### src/rtl/hazard_ctrl.sv
// Pipeline hazard controller: load-use stalls, branch flushes, data-memory wait
// freezes, EX-stage forwarding selects and a saturating stall-cycle counter.
module hazard_ctrl #(
  parameter int REG_NUM_BITWIDTH = 5,
  parameter int LOAD_LATENCY     = 1,
  parameter int CNT_WIDTH        = 32
) (
  input  logic                        clk,
  input  logic                        rst,
  input  logic                        id_memRead,
  input  logic [REG_NUM_BITWIDTH-1:0] id_Rd,
  input  logic [REG_NUM_BITWIDTH-1:0] if_Rs1,
  input  logic [REG_NUM_BITWIDTH-1:0] if_Rs2,
  input  logic [REG_NUM_BITWIDTH-1:0] id_Rs1,
  input  logic [REG_NUM_BITWIDTH-1:0] id_Rs2,
  input  logic                        ex_regWrite,
  input  logic [REG_NUM_BITWIDTH-1:0] ex_Rd,
  input  logic                        mem_regWrite,
  input  logic [REG_NUM_BITWIDTH-1:0] mem_Rd,
  input  logic                        ex_memAccess,
  input  logic                        dmem_ready,
  input  logic                        PCSrc,
  output logic                        pc_hold,
  output logic                        if_hold,
  output logic                        id_hold,
  output logic                        ex_hold,
  output logic                        if_doNOP,
  output logic                        id_doNOP,
  output logic                        ex_doNOP,
  output logic [1:0]                  fwdA,
  output logic [1:0]                  fwdB,
  output logic                        stall_busy,
  output logic [CNT_WIDTH-1:0]        stall_cycles
);

  typedef enum logic [1:0] {
    RUN        = 2'd0,
    LOAD_STALL = 2'd1,
    MEM_WAIT   = 2'd2
  } state_t;

  localparam logic [3:0] CNT_LOAD = 4'(LOAD_LATENCY - 1);

  state_t     state, state_nxt;
  logic [3:0] cnt, cnt_nxt;
  logic       luh, mw;
  logic       freeze, flush, stall;

  assign luh = id_memRead && (id_Rd != '0) && ((id_Rd == if_Rs1) || (id_Rd == if_Rs2));
  assign mw  = ex_memAccess && !dmem_ready;

  always_comb begin
    // NOTE: every variable gets a default before the case so no path infers a latch.
    state_nxt = state;
    cnt_nxt   = cnt;
    freeze    = 1'b0;
    flush     = 1'b0;
    stall     = 1'b0;
    case (state)
      RUN: begin
        if (mw) begin
          freeze    = 1'b1;
          state_nxt = MEM_WAIT;
        end else if (PCSrc) begin
          flush = 1'b1;
        end else if (luh) begin
          stall = 1'b1;
          if (LOAD_LATENCY > 1) begin
            cnt_nxt   = CNT_LOAD;
            state_nxt = LOAD_STALL;
          end
        end
      end
      LOAD_STALL: begin
        if (mw) begin
          freeze    = 1'b1;
          state_nxt = MEM_WAIT;
        end else if (PCSrc) begin
          flush     = 1'b1;
          cnt_nxt   = '0;
          state_nxt = RUN;
        end else begin
          stall   = 1'b1;
          cnt_nxt = cnt - 4'd1;
          if (cnt == 4'd1) state_nxt = RUN;
        end
      end
      MEM_WAIT: begin
        // A non-zero cnt marks a load stall that the wait interrupted.
        if (mw) freeze = 1'b1;
        else    state_nxt = (cnt != '0) ? LOAD_STALL : RUN;
      end
      default: begin
        state_nxt = RUN;
        cnt_nxt   = '0;
      end
    endcase
    if (rst) begin
      freeze = 1'b0;
      flush  = 1'b0;
      stall  = 1'b0;
    end
  end

  assign pc_hold  = freeze | stall;
  assign if_hold  = freeze | stall;
  assign id_hold  = freeze;
  assign ex_hold  = freeze;
  assign if_doNOP = flush;
  assign id_doNOP = flush | stall;
  assign ex_doNOP = flush;

  // NOTE: sequential state uses non-blocking assignments so all flops update together.
  always_ff @(posedge clk) begin
    if (rst) begin
      state        <= RUN;
      cnt          <= '0;
      stall_busy   <= 1'b0;
      stall_cycles <= '0;
    end else begin
      state      <= state_nxt;
      cnt        <= cnt_nxt;
      stall_busy <= (state_nxt != RUN);
      if (pc_hold && (stall_cycles != '1))
        stall_cycles <= stall_cycles + CNT_WIDTH'(1);
    end
  end

  // The EX/MEM result is younger than MEM/WB, so its match wins.
  assign fwdA = (ex_regWrite  && (ex_Rd  != '0) && (ex_Rd  == id_Rs1)) ? 2'b10 :
                (mem_regWrite && (mem_Rd != '0) && (mem_Rd == id_Rs1)) ? 2'b01 : 2'b00;
  assign fwdB = (ex_regWrite  && (ex_Rd  != '0) && (ex_Rd  == id_Rs2)) ? 2'b10 :
                (mem_regWrite && (mem_Rd != '0) && (mem_Rd == id_Rs2)) ? 2'b01 : 2'b00;

endmodule

### config.mk
export PLATFORM = sky130hd
export DESIGN_NAME = hazard_ctrl
export DESIGN_NICKNAME = d
export VERILOG_FILES = /design/src/rtl/hazard_ctrl.sv
export SDC_FILE = /design/constraint.sdc
export NUM_CORES = 1
export LEC_CHECK = 0
export CORE_MARGIN = 8
export CORE_UTILIZATION = 46
export DETAILED_ROUTE_END_ITERATION = 16
export PLACE_DENSITY = 0.81
export SLEW_MARGIN = 15
export SYNTH_ARGS = -nofsm -noshare
export SYNTH_HDL_FRONTEND = slang
export SYNTH_SLANG_ARGS = --single-unit
### constraint.sdc
create_clock -name clk -period 2.9 [get_ports clk]
set_clock_uncertainty 0.15 [all_clocks]
set_input_delay 0.725 -clock clk [delete_from_list [all_inputs] [get_ports clk]]
set_output_delay 0.725 -clock clk [all_outputs]
set_load 0.005 [all_outputs]
==> results.toml <==
[status]
outcome = "finished with violations"
violations = "negative setup slack"

[setup_path]
rrSetupSlack_ns = 0.33
timing.rr.end = "stall_cycles[23]"
end_kind = "output port"
cp.required_ns = 2.03
crit_type = "primary input to output port"
startpoint_type = "primary input"
crit_path_start = "ex_Rd[4]"
reg2reg_from = "stall_cycles[0]"
critPathCapture = "fwdA[0]"
cp_max_fo = 2
cp_data_arrival_time_ns = 2.07
rr_worst_depth = 7

[clock_network]
clock_sinks = 39
cts_hold_buf = 0
clockBufferDepth = 2
cts_tree = "yes"
cts-root-buf = "clkbuf_8"
path_clk_slew_ns = 0.08
cts-buffers-inserted = 5
ctsHtreeMaxLevel = 2
clock_latency_ns = 0.29

[timing]
worst_pin_slew_ns = 0.750
worst_slack_ns = -0.0493
maxSlewHeadroom = 0.496
finalSetupViolCount = 1
timing.final.crit_share = 1.02
timing.hold.ws_ns = 0.372
drv_slew = 0
hold_violations = 0
fin_crit_ns = 2.95
max_freq_mhz = 339
rsz0062_at_grt = "true"

[power_and_ir_drop]
peakVddDrop_v = 0.000196
total_leakage_power_nw = 1.61
p_per_area_nw_per_um2 = 286
total_power_mw = 1.14

[logic_synthesis]
syn-cell-area_um2 = 2570
synth.ff_latch_count = 39
syn_area_per_cell_um2 = 8.12
synth_edf_count = 0
yosysWarnings = 0
synthArstFlopShare = 0
synth.distinct_cells = 53
yosysSeqAreaShare = 0.304
netlist_instances = 316
ys.flop_type = "dfxtp_1"
mappedNetlistNets = 363

[place]
place_area_um2 = 3780
hpwl_um = 6140
io_buffers = 86
preCtsSetupSlack_ns = -0.939
place_congestion = 0.898

[detailed_routing]
ant_nets = 0
drt_wl_total_um = 8420
vias = 2939
drc = 0
vias_per_cell = 5.60
dr.pass1.iters = 4
wl_per_cell_um = 16.0
first_iter_violations = 132

[die]
die-area_um2 = 8230
rows = 27
start_util = 0.472
ioPinCount = 87
fp.dieH_um = 90.7
die_x_um = 90.7
core_um2 = 5440

[global_route]
grt_pass1_vias = 3072
grt_max_degree = 36
grtUsageTotal = 0.197
grt_pass1_wl_um = 13800
grt_antenna_before_repair = 0
overflow = 0

[finish]
layout-drive-gt1-share = 0.238
fillCellCount = 427
syn2layout_area_growth_pct = 55.4
finish.utilization = 0.733
final_area_um2 = 3990
diodes = 0
final_cell_mix = "53 x buf_4, 39 x dfxtp_1, 37 x clkdlybuf4s50_1"
mostFrequentLayoutCell = "buf_4"
final_nets = 499

[min_path]
hp-class = "register to register"
hold_depth = 2
min_from = "stall_cycles[18]"

[run]
maxCapViolCount = 0
## area by class of cell
type | instances | area [um^2] | share of cell area
clock buffers | 6 | 72.6 | 0.0182
inverters | 11 | 41.3 | 0.0104
well taps | 72 | 90.1 | 0.0226
repair buffers | 144 | 1210 | 0.304
multi-input cells | 251 | 1780 | 0.446
flip-flops and latches | 39 | 781 | 0.196
clock inverters | 2 | 12.5 | 0.00314
## registers in the layout, indices dropped and copies added (netlist names)
register / cells
stall_cycles: 32
cnt: 4
stall_busy: 1
state: 2
## worst max-delay path, stage by stage
cell and delay (ns):
buf_6 0.09, or4_4 0.53, o21ai_4 0.15, buf_6 0.12, nor4_4 0.04, buf_4 0.14, nor4_4 0.12, buf_2 0.15
## repair_timing
action	in CTS	in global routing
pin swaps	24	15
gates resized for setup	115	16
setup endpoints to repair	11	11
gates cloned	0	1
setup buffers	11	2
## worst min-delay path by stage
stage / end
final: stall_cycles[18]
after floorplan: cnt[1]
after global placement: stall_cycles[19]
after CTS: stall_cycles[18]
after global routing: stall_cycles[19]
after detailed placement: stall_cycles[18]
## Yosys cell counts (2+ instances only)
master	n	share of area
and3_1	5	0.012
a41o_1	3	0.012
a21oi_1	28	0.055
and4_1	4	0.014
o21a_1	2	0.0058
or2_2	4	0.0097
xor2_1	15	0.051
o31ai_1	3	0.0088
buf_2	2	0.0039
buf_4	3	0.0088
clkbuf_1	8	0.012
dfxtp_1	39	0.30
nor2b_1	3	0.0073
nand4_1	11	0.027
mux2i_1	2	0.0078
buf_1	2	0.0029
xnor2_1	16	0.055
nand3_1	18	0.035
nand2_1	18	0.026
o31a_1	2	0.0068
nor3_1	4	0.0078
inv_1	11	0.016
a21o_1	4	0.012
mux2_1	2	0.0088
nor2_1	27	0.039
nor4b_1	3	0.010
nand2b_1	2	0.0049
o21ai_0	19	0.037
o41ai_1	2	0.0068
or3_1	14	0.034
nor4_1	10	0.024
or4_1	6	0.018
ha_1	4	0.019
## per-layer routing
metal	GRT usage	wire length (um)	vias up
li1	-	-	1446
met1	0.210	3520	1408
met2	0.367	4380	77
met3	0.0466	404	8
met4	0.0680	104	0
met5	0	0	-
## power breakdown
part           internal [mW]  switching, mW
clock                  0.168          0.196
sequential             0.536        0.00234
combinational          0.132          0.105
total                  0.836          0.303
## logic make-up after synthesis
| logic type | Yosys count | share of synthesized area |
|---|---|---|
| AND/OR/NAND/NOR | 136 | 0.310 |
| AO/OA/AOI/OAI | 75 | 0.196 |
| flip-flops | 39 | 0.304 |
| XOR/XNOR | 31 | 0.106 |
| buffers and inverters | 26 | 0.0434 |
| multiplexers | 5 | 0.0210 |
| adder cells (fa/ha/maj) | 4 | 0.0195 |
## per-stage QoR
stage          setup TNS, ns  instances
2_1_floorplan              0        316
3_3_place_gp           -7.98        503
3_5_place_dp          -10.09        503
4_1_cts              -0.0947        522
5_1_grt               -0.297        525
6_report             -0.0493        525
Note: power is estimated with default switching activity, not from simulation.
